[src/rtl/corr_pkg.sv]
// -----------------------------------------------------------------------------
// corr_pkg
// Shared types and constants for the correlator peak-detect channel:
//   CORR_W / CNT_W / EPOCH_W  - correlation, sample-count and epoch widths
//   result_t                  - one closed-window result as held in the FIFO
//   lock_state_e              - lock state machine encoding
//   abs_mag()                 - two's-complement magnitude, exact for -2^63
// -----------------------------------------------------------------------------
package corr_pkg;

  localparam int CORR_W  = 64;
  localparam int CNT_W   = 32;
  localparam int EPOCH_W = 8;

  typedef struct packed {
    logic [CORR_W-1:0]  mag;
    logic [CNT_W-1:0]   cnt;
    logic [EPOCH_W-1:0] epoch;
    logic               above;
  } result_t;

  typedef enum logic {
    SEARCH = 1'b0,
    LOCKED = 1'b1
  } lock_state_e;

  // The magnitude is taken as unsigned, so the most negative input maps to
  // 2^63 without saturating.
  function automatic logic [CORR_W-1:0] abs_mag(input logic [CORR_W-1:0] v);
    return v[CORR_W-1] ? ((~v) + CORR_W'(1)) : v;
  endfunction

endpackage

[src/rtl/corr_result_fifo.sv]
// -----------------------------------------------------------------------------
// corr_result_fifo
// First-word-fall-through FIFO of window results.
//   clk, rst     clock, asynchronous active-high reset
//   push         write push_data this cycle
//   push_data    result to store
//   pop          consume head; ignored when empty
//   empty, full  occupancy flags
//   drop         push refused (full and no pop in the same cycle)
//   head         current head entry, all zeros while empty
// -----------------------------------------------------------------------------
module corr_result_fifo
  import corr_pkg::*;
#(
  parameter int DEPTH = 4
) (
  input  logic    clk,
  input  logic    rst,
  input  logic    push,
  input  result_t push_data,
  input  logic    pop,
  output logic    empty,
  output logic    full,
  output logic    drop,
  output result_t head
);

  localparam int AW = $clog2(DEPTH);

  result_t         mem_q [DEPTH];
  logic [AW-1:0]   wptr_q, wptr_d;
  logic [AW-1:0]   rptr_q, rptr_d;
  logic [AW:0]     count_q, count_d;
  logic            pop_ok;
  logic            push_ok;

  always_comb begin
    empty   = (count_q == '0);
    full    = (count_q == (AW+1)'(DEPTH));
    pop_ok  = pop && !empty;
    // A pop in the same cycle frees the slot, so a full FIFO still accepts.
    push_ok = push && (!full || pop_ok);
    drop    = push && !push_ok;
    wptr_d  = wptr_q + AW'(push_ok);
    rptr_d  = rptr_q + AW'(pop_ok);
    count_d = count_q + (AW+1)'(push_ok) - (AW+1)'(pop_ok);
    head    = empty ? '0 : mem_q[rptr_q];
  end

  always_ff @(posedge clk or posedge rst) begin
    if (rst) begin
      wptr_q  <= '0;
      rptr_q  <= '0;
      count_q <= '0;
    end else begin
      wptr_q  <= wptr_d;
      rptr_q  <= rptr_d;
      count_q <= count_d;
    end
  end

  // NOTE: storage is deliberately not reset; the pointers and count define
  // which entries are valid, and head is masked to zero while empty.
  always_ff @(posedge clk) begin
    if (push_ok) mem_q[wptr_q] <= push_data;
  end

endmodule

[src/rtl/corr_peak_detect.sv]
// -----------------------------------------------------------------------------
// corr_peak_detect
// Tracks the peak correlation magnitude over a programmable window of epochs,
// queues one result per closed window and drives a lock state machine from
// consecutive above-threshold windows.
//   clk, rst        clock, asynchronous active-high reset
//   enable          run; low aborts the open window and idles the tracker
//   corr_valid      one-cycle strobe for a new epoch correlation
//   corr_value      signed correlation sum
//   corr_cnt        sample count at epoch end
//   win_len         epochs per window (0 acts as 1), sampled at window start
//   threshold       unsigned magnitude threshold, compared at window close
//   res_pop         consume FIFO head
//   clear_ovf       clear the sticky overflow flag
//   res_valid       FIFO head valid
//   res_mag/cnt/epoch/above  FIFO head fields
//   fifo_full       FIFO holds FIFO_DEPTH entries
//   overflow        sticky: a window result was dropped
//   lock            channel locked
// Pipeline: strobe registered at E0, window update/close at E1, FIFO write
// at E2 through a write register.
// -----------------------------------------------------------------------------
module corr_peak_detect
  import corr_pkg::*;
#(
  parameter int FIFO_DEPTH = 4,
  parameter int LOCK_N     = 3
) (
  input  logic               clk,
  input  logic               rst,
  input  logic               enable,
  input  logic               corr_valid,
  input  logic [CORR_W-1:0]  corr_value,
  input  logic [CNT_W-1:0]   corr_cnt,
  input  logic [EPOCH_W-1:0] win_len,
  input  logic [CORR_W-1:0]  threshold,
  input  logic               res_pop,
  input  logic               clear_ovf,
  output logic               res_valid,
  output logic [CORR_W-1:0]  res_mag,
  output logic [CNT_W-1:0]   res_cnt,
  output logic [EPOCH_W-1:0] res_epoch,
  output logic               res_above,
  output logic               fifo_full,
  output logic               overflow,
  output logic               lock
);

  localparam int RUN_W = $clog2(LOCK_N + 1);

  // Stage 1: registered magnitude
  logic               s1_valid_q, s1_valid_d;
  logic [CORR_W-1:0]  s1_mag_q,   s1_mag_d;
  logic [CNT_W-1:0]   s1_cnt_q,   s1_cnt_d;

  // Stage 2: window tracker
  logic [EPOCH_W-1:0] ep_q,     ep_d;
  logic [EPOCH_W-1:0] wl_q,     wl_d;
  logic [CORR_W-1:0]  peak_q,   peak_d;
  logic [CNT_W-1:0]   pk_cnt_q, pk_cnt_d;
  logic [EPOCH_W-1:0] pk_ep_q,  pk_ep_d;
  logic [EPOCH_W-1:0] wl_eff;
  logic               first;
  logic               close;
  result_t            close_res;

  // Write register in front of the FIFO
  logic               wr_valid_q, wr_valid_d;
  result_t            wr_data_q,  wr_data_d;

  logic               overflow_q, overflow_d;

  // Lock FSM
  lock_state_e        state_q;
  logic [RUN_W-1:0]   run_q;
  logic               lock_q;

  logic               fifo_empty;
  logic               fifo_drop;
  result_t            head;

  // NOTE: every signal gets a default at the top of the block so no path
  // leaves one unassigned and infers a latch.
  always_comb begin
    s1_valid_d = enable && corr_valid;
    s1_mag_d   = s1_mag_q;
    s1_cnt_d   = s1_cnt_q;
    if (enable && corr_valid) begin
      s1_mag_d = abs_mag(corr_value);
      s1_cnt_d = corr_cnt;
    end

    first    = (ep_q == '0);
    wl_eff   = first ? ((win_len == '0) ? EPOCH_W'(1) : win_len) : wl_q;
    ep_d     = ep_q;
    wl_d     = wl_q;
    peak_d   = peak_q;
    pk_cnt_d = pk_cnt_q;
    pk_ep_d  = pk_ep_q;
    close    = 1'b0;

    if (!enable) begin
      ep_d = '0;
    end else if (s1_valid_q) begin
      wl_d = wl_eff;
      // Strict compare: a tie keeps the earlier epoch.
      if (first || (s1_mag_q > peak_q)) begin
        peak_d   = s1_mag_q;
        pk_cnt_d = s1_cnt_q;
        pk_ep_d  = ep_q;
      end
      if (ep_q == (wl_eff - EPOCH_W'(1))) begin
        close = 1'b1;
        ep_d  = '0;
      end else begin
        ep_d = ep_q + EPOCH_W'(1);
      end
    end

    // Threshold applies to the final peak, including the closing epoch.
    close_res = '{mag: peak_d, cnt: pk_cnt_d, epoch: pk_ep_d,
                  above: (peak_d >= threshold)};

    wr_valid_d = close;
    wr_data_d  = close ? close_res : wr_data_q;

    // A drop in the same cycle as clear_ovf leaves the flag set.
    overflow_d = fifo_drop || (overflow_q && !clear_ovf);
  end

  // NOTE: sequential state uses non-blocking assignments so every flop
  // samples its _d value from before the edge.
  always_ff @(posedge clk or posedge rst) begin
    if (rst) begin
      s1_valid_q <= 1'b0;
      s1_mag_q   <= '0;
      s1_cnt_q   <= '0;
      ep_q       <= '0;
      wl_q       <= '0;
      peak_q     <= '0;
      pk_cnt_q   <= '0;
      pk_ep_q    <= '0;
      wr_valid_q <= 1'b0;
      wr_data_q  <= '0;
      overflow_q <= 1'b0;
    end else begin
      s1_valid_q <= s1_valid_d;
      s1_mag_q   <= s1_mag_d;
      s1_cnt_q   <= s1_cnt_d;
      ep_q       <= ep_d;
      wl_q       <= wl_d;
      peak_q     <= peak_d;
      pk_cnt_q   <= pk_cnt_d;
      pk_ep_q    <= pk_ep_d;
      wr_valid_q <= wr_valid_d;
      wr_data_q  <= wr_data_d;
      overflow_q <= overflow_d;
    end
  end

  // Lock FSM, advanced only at window close. It runs from the closing
  // result directly, so a dropped FIFO entry still counts.
  always_ff @(posedge clk or posedge rst) begin
    if (rst) begin
      state_q <= SEARCH;
      run_q   <= '0;
      lock_q  <= 1'b0;
    end else if (!enable) begin
      state_q <= SEARCH;
      run_q   <= '0;
      lock_q  <= 1'b0;
    end else if (close) begin
      case (state_q)
        SEARCH: begin
          if (close_res.above) begin
            if (run_q == RUN_W'(LOCK_N - 1)) begin
              state_q <= LOCKED;
              run_q   <= '0;
              lock_q  <= 1'b1;
            end else begin
              run_q <= run_q + RUN_W'(1);
            end
          end else begin
            run_q <= '0;
          end
        end
        LOCKED: begin
          if (!close_res.above) begin
            state_q <= SEARCH;
            run_q   <= '0;
            lock_q  <= 1'b0;
          end
        end
        default: begin
          state_q <= SEARCH;
          run_q   <= '0;
          lock_q  <= 1'b0;
        end
      endcase
    end
  end

  corr_result_fifo #(
    .DEPTH(FIFO_DEPTH)
  ) u_fifo (
    .clk       (clk),
    .rst       (rst),
    .push      (wr_valid_q),
    .push_data (wr_data_q),
    .pop       (res_pop),
    .empty     (fifo_empty),
    .full      (fifo_full),
    .drop      (fifo_drop),
    .head      (head)
  );

  assign res_valid = !fifo_empty;
  assign res_mag   = head.mag;
  assign res_cnt   = head.cnt;
  assign res_epoch = head.epoch;
  assign res_above = head.above;
  assign overflow  = overflow_q;
  assign lock      = lock_q;

endmodule

[config.mk]
export PLATFORM = sky130hd
export DESIGN_NAME = corr_peak_detect
export DESIGN_NICKNAME = d
export VERILOG_FILES = /design/src/rtl/corr_pkg.sv /design/src/rtl/corr_result_fifo.sv /design/src/rtl/corr_peak_detect.sv
export SDC_FILE = /design/constraint.sdc
export NUM_CORES = 1
export LEC_CHECK = 0
export BUFFER_PORTS_ARGS = -buffer_cell sky130_fd_sc_hd__buf_2
export CAP_MARGIN = 10
export CORE_MARGIN = 5
export CORE_UTILIZATION = 30
export CTS_BUF_LIST = sky130_fd_sc_hd__clkbuf_8
export DETAILED_ROUTE_END_ITERATION = 10
export GPL_ROUTABILITY_DRIVEN = 0
export GPL_TIMING_DRIVEN = 0
export PLACE_DENSITY = 0.5
export SLEW_MARGIN = 20
export SYNTH_ARGS = -nofsm -noshare
export SYNTH_HDL_FRONTEND = slang
export SYNTH_HIERARCHICAL = 1
export SYNTH_SLANG_ARGS = --single-unit
export TNS_END_PERCENT = 30
[constraint.sdc]
create_clock -name clk -period 31.3 [get_ports clk]
set_input_delay 3.13 -clock clk [delete_from_list [all_inputs] [get_ports clk]]
set_output_delay 3.13 -clock clk [all_outputs]
set_load 0.02 [all_outputs]
# Word level (Yosys, flattened, before mapping)
# Memories as Yosys holds them, arrays and structs flattened.
# Cells that the tools add are included.
# totals
ff_bits	335
latchBits	0
ramBits	420
rom_bits	0
out_inout_bits	109
wordCells	98
mem_count	1
# classes
n_addsub	8
n_mul	0
div_mod_pow	0
n_lt_le_gt_ge	2
eq_ne	8
shifts	0
n_mux	39
bitwise	2
n_reduce_logical	18
# memory_table
memory	depth	width	read_ports	rd_clocked_by_memory_dff	write_ports	line	rtl
u_fifo.mem_q	4	105	1	0	1	corr_result_fifo.sv:30	result_t mem_q [DEPTH];
# ops
operator	count
64-bit two-way mux	4
105-bit two-way mux	1
32-bit two-way mux	3
64-bit by 1-bit adder with 64-bit output (second input constant)	1
64-bit >= comparator	1
64-bit greater-than comparator	1
8-bit two-way mux	8
64-bit inverter	1
8-bit zero test	2
1-bit two-way mux	15
2-bit two-way mux	5
3-bit inequality test (second input constant)	3
8-bit by 1-bit adder with 8-bit output (second input constant)	1
8-bit equality test	1
8-bit by 1-bit subtractor with 8-bit output (second input constant)	1
1-bit logical AND	5
2-bit by 1-bit adder with 2-bit output	2
1-bit zero test	4
2-bit by 1-bit inequality test with 1-bit output (second input constant)	2
1-bit one-hot mux with 2 select lines	2
2-bit one-hot mux with 2 select lines	1
2-bit AND reduction	2
4-bit AND reduction	1
3-bit by 1-bit adder with 3-bit output	1
7 further kinds	9

# Longest topological paths before layout
# logic_depth
depth_word	10
mapped_depth	20
depth_no_buf	18

# Cells and area by module
# Netlist, hierarchy kept.
# by_module_without_submodules
mod	n_inst	cells_each	area_each_um2	seq_area_each_um2
corr_peak_detect	1	1539	17281.6	8207.9
corr_result_fifo	1	699	16239.3	12787.3

# Worst setup path after synthesis
# Ideal clock, no wire load.
# synth_path
path_type	input to register
start	input port res_pop
end	memory u_fifo/mem_q[1][0] (netlist name), enable pin
setup_ns	0.719
t_arrival_ns	11.002
setup_slack_ns	19.578
cell_stages	3
path_buffers	0
cell_sequence	nor4b_1 nand2b_1 nor3b_1
# synth_via
elab_chain_cells	5
# synth_lines
element	line	rtl
from (decl)	corr_peak_detect.sv:37	input logic res_pop,
1-bit logical AND	corr_result_fifo.sv:40	pop_ok = pop && !empty;
1-bit logical OR	corr_result_fifo.sv:42	push_ok = push && (!full || pop_ok);
1-bit logical AND	corr_result_fifo.sv:42	
1-bit two-way mux	corr_result_fifo.sv:65	if (push_ok) mem_q[wptr_q] <= push_data;
1-bit two-way mux (not written as such)	corr_result_fifo.sv:65	
to (decl)	corr_result_fifo.sv:30	
# No other way between the ends.

# Worst setup path in the final report
# layout_path
start	input port enable
end	register run_q[0]
# layout_via
elab_chain_cells	6
word_cells_on_any_way	10
cone_classes	1 x order compare; 2 x eq/ne; 6 x mux; 1 x reduce/logical
# layout_lines
element	line	rtl
from (decl)	corr_peak_detect.sv:31	input logic enable,
64-bit two-way mux	corr_peak_detect.sv:102	if (!enable) begin
64-bit >= comparator	corr_peak_detect.sv:122	above: (peak_d >= threshold)};
2-bit two-way mux	corr_peak_detect.sv:175	if (close_res.above) begin
2-bit one-hot mux with 2 select lines	corr_peak_detect.sv:173	case (state_q)
2-bit two-way mux	corr_peak_detect.sv:172	end else if (close) begin
2-bit two-way mux	corr_peak_detect.sv:168	end else if (!enable) begin
to (signal assigned)	corr_peak_detect.sv:181	run_q <= run_q + RUN_W'(1);
to (decl)	corr_peak_detect.sv:75	logic [RUN_W-1:0] run_q;
# Parallel ways exist; a longest one is shown, timed or not. The select of a mux whose other input is x is not followed.
# A chain may end at the register's enable or synchronous reset.

==> reports/metrics.csv <==
metric;value;unit
status;completed;
initial antenna violation count;38;
Seq/Total Area, Yosys;0.6263;
post-synth cell types;66;
Avg Vias per Cell;4.705;
P_leak;17.42;nW
Starting Density;0.3025;
placed cells;4060;
adder-cell share of the synthesized area;0.05099;
routed vias;20390;
row cnt;122;
CTS H-tree depth;4;
synthesis-to-layout area growth;19.97;%
worst skew pair latency;0.78;ns
worst hold path class;reg2reg;
largest net degree at the start of global routing;99;
Root Driver;clkbuf_8;
CP endpoint kind;flop;
Antenna Violating Nets Remaining;0;
Die Height;344.3;um
Post-synth EDFFs;420;
global route total overflow;0;
cells after synthesis;2238;
CTS Buffer Depth;3;
count of input and output buffers;280;
Setup TNS;0;ns
Synth Area in Simple Gates;0.06581;
CTS tree;built;
vias in the first global route;21880;
number of CTS-inserted buffers;136;
die area;118500;um2
clock sink count;755;
post-CTS setup buffer count;0;
post-synthesis xor/xnor area fraction;0.02012;
Final Slew Violations;0;
Mapped Nets;2548;
first drt pass iteration count;7;
WP data arrival;9.23;ns
Crit Path Max Fanout;10;
most common cell after layout, fill and taps aside;edfxtp_1;
hold buffers post-CTS;0;
die width;344.3;um
multiplexer area fraction after synthesis;0.1560;
top sig layer;met5;
initial drt markers;1067;
Power Density;72.37;nW/um2
cts repair resizes;0;
Syn Area/Cell;14.98;um2
final setup fails;0;
final wirelength;90.89;mm
final hold viol count;0;
met1 WL;39.53;mm
unrepaired setup endpoints after global routing;no;
Tcrit/Tclk final;0.2742;
Synth warnings;6;
Synth Area in Compound Gates;0.04886;
required time worst endpoint;31.95;ns
Finished Layout Cells;4333;
Fmax;116.5;MHz
Async SR Flop Fraction;0.4437;
met3 routed WL;7.079;mm
total of max-cap violations;0;
worst vdd ir;37.21;uV
r2r setup slk;23.79;ns
mapped cell area;33520;um2
final net count;3020;
FF-to-FF End;run_q[0];
Slew HR;0.2968;
CP startpoint kind;input port;
worst setup path startpoint;enable;
core area;110800;um2
HPWL Detailed;66.90;mm
first-pass GRT wire length;135.8;mm
layout cell share with drive strength beyond 1;0.3310;
Worst Setup EP;run_q[0];
worst r2r path cells;19;
met2 wire len;42.34;mm
# fillers;10780;
main combinational cell family by area after synthesis;multiplexers;
Clock Skews;0.03564;ns
GR Util All Layers;0.1524;
highest-count cells in the layout ignoring fill and taps;420 x edfxtp_1, 335 x dfrtp_1, 310 x buf_2;
min cycle time layout;8.581;ns
crit path kind;in2reg;
Reg-to-Reg Start;s1_mag_q[63];
Synth Register Bits;755;
DRC;0;
commonest register cell after synthesis;edfxtp_1;
IO Pins;283;
worst-margin pin slew;1.042;ns
utilization of the core after routing;0.3629;
CTS clk-pin slew, worst paths;0.06;ns
wire length per cell;20.98;um
==> cell usage after synthesis, types with 6 or more instances <==
library cell / n / area [um2]
a31oi_1: 6 / 37.54
nand4_1: 29 / 181.4
a21o_1: 10 / 75.07
inv_1: 147 / 551.8
buf_8: 7 / 105.1
a21oi_1: 53 / 265.3
and3_1: 6 / 37.54
and2_1: 109 / 681.9
buf_2: 30 / 150.1
nor3b_1: 6 / 45.04
ha_1: 135 / 1689
mux2i_1: 6 / 60.06
nand2_1: 119 / 446.7
nor3_1: 17 / 85.08
o21a_1: 10 / 75.07
o41ai_1: 8 / 70.07
or3_1: 21 / 131.4
xor2_1: 66 / 578.1
mux4_2: 105 / 2365
dfrtp_1: 335 / 8383
mux2_4: 15 / 225.2
nor2_1: 33 / 123.9
mux2_2: 229 / 2579
nor2b_1: 7 / 43.79
xnor2_1: 11 / 96.34
edfxtp_1: 420 / 12610
clkbuf_1: 41 / 153.9
or4_1: 11 / 82.58
nand2b_1: 8 / 50.05
o31ai_1: 22 / 165.2
a211oi_1: 11 / 82.58
nand3_1: 21 / 105.1
o21ai_0: 107 / 535.5
nor4_1: 7 / 43.79
==> cell families after synthesis <==
family                   count (synthesis)
adder cells (fa/ha/maj)                136
multiplexers                           355
AO/OA/AOI/OAI                          266
flip-flops                             755
AND/OR/NAND/NOR                        410
buffers and inverters                  239
XOR/XNOR                                77
==> worst max-delay path: stages <==
cell             delay, ns
clkbuf_1              0.50
o311ai_0              0.52
or2_1                 0.36
o22ai_2               0.37
buf_2                 0.47
buf_2                 0.41
mux2i_1               0.34
ha_1                  0.28
nand2b_1              0.15
a2111oi_1             0.43
clkdlybuf4s18_2       0.32
nor4b_1               0.06
a211oi_1              0.46
o211ai_1              0.31
o21ai_1               0.78
a21oi_1               0.11
o21a_1                0.21
==> routing by layer <==
metal | vias up | GRT usage
li1 | 9345 | -
met1 | 10300 | 0.2019
met2 | 546 | 0.2450
met3 | 165 | 0.04505
met4 | 28 | 0.04238
met5 | - | 0
==> worst min-delay path by stage <==
stage                     startpoint        to  slack, ns  cells after the start
after floorplan              wl_q[0]   wl_q[0]       0.45                      2
after global placement      overflow  overflow       0.46                      1
after detailed placement    overflow  overflow       0.48                      1
after CTS                   overflow  overflow       0.49                      1
after global routing        overflow  overflow       0.51                      1
final                       overflow  overflow       0.48                      1
==> sequential cells by signal (all words and copies together), names as in the netlist, 32 cells and up <==
name and cells:
wr_data_q 105, peak_q 64, u_fifo/mem_q 420, s1_mag_q 64, pk_cnt_q 32, s1_cnt_q 32
==> per-stage QoR <==
| stage | power [mW] | worst slack, ns | hold WS, ns | instance area (um2) |
|---|---|---|---|---|
| 2_1_floorplan | 1.718 | 19.09 | 0.4506 | 33520 |
| 3_3_place_gp | 1.982 | 10.99 | 0.4575 | 36780 |
| 3_5_place_dp | 2.004 | 21.66 | 0.4773 | 37340 |
| 4_1_cts | 2.971 | 22.49 | 0.4906 | 40160 |
| 5_1_grt | 3.085 | 22.18 | 0.5055 | 40170 |
| 6_report | 2.910 | 22.72 | 0.4827 | 40210 |
==> area by class of cell <==
type	instances	area, um2	share of cell area
Multi-Input combinational cell	1244	11480	0.2854
Clock inverter	101	728.2	0.01811
Tap cell	1488	1862	0.04630
Antenna cell	20	50.05	0.001245
Sequential cell	755	21000	0.5221
Timing Repair Buffer	334	1932	0.04804
Buffer	91	514.2	0.01279
Inverter	148	563.0	0.01400
Clock buffer	152	2092	0.05202
==> where the power goes <==
part	switching (mW)	leakage [nW]	internal, mW	total, mW
combinational	0.449	7.05	0.331	0.780
clock	0.427	1.62	0.519	0.947
sequential	0.0530	8.76	1.13	1.18
total	0.929	17.4	1.98	2.91
Power figures use the tool's default switching activity.
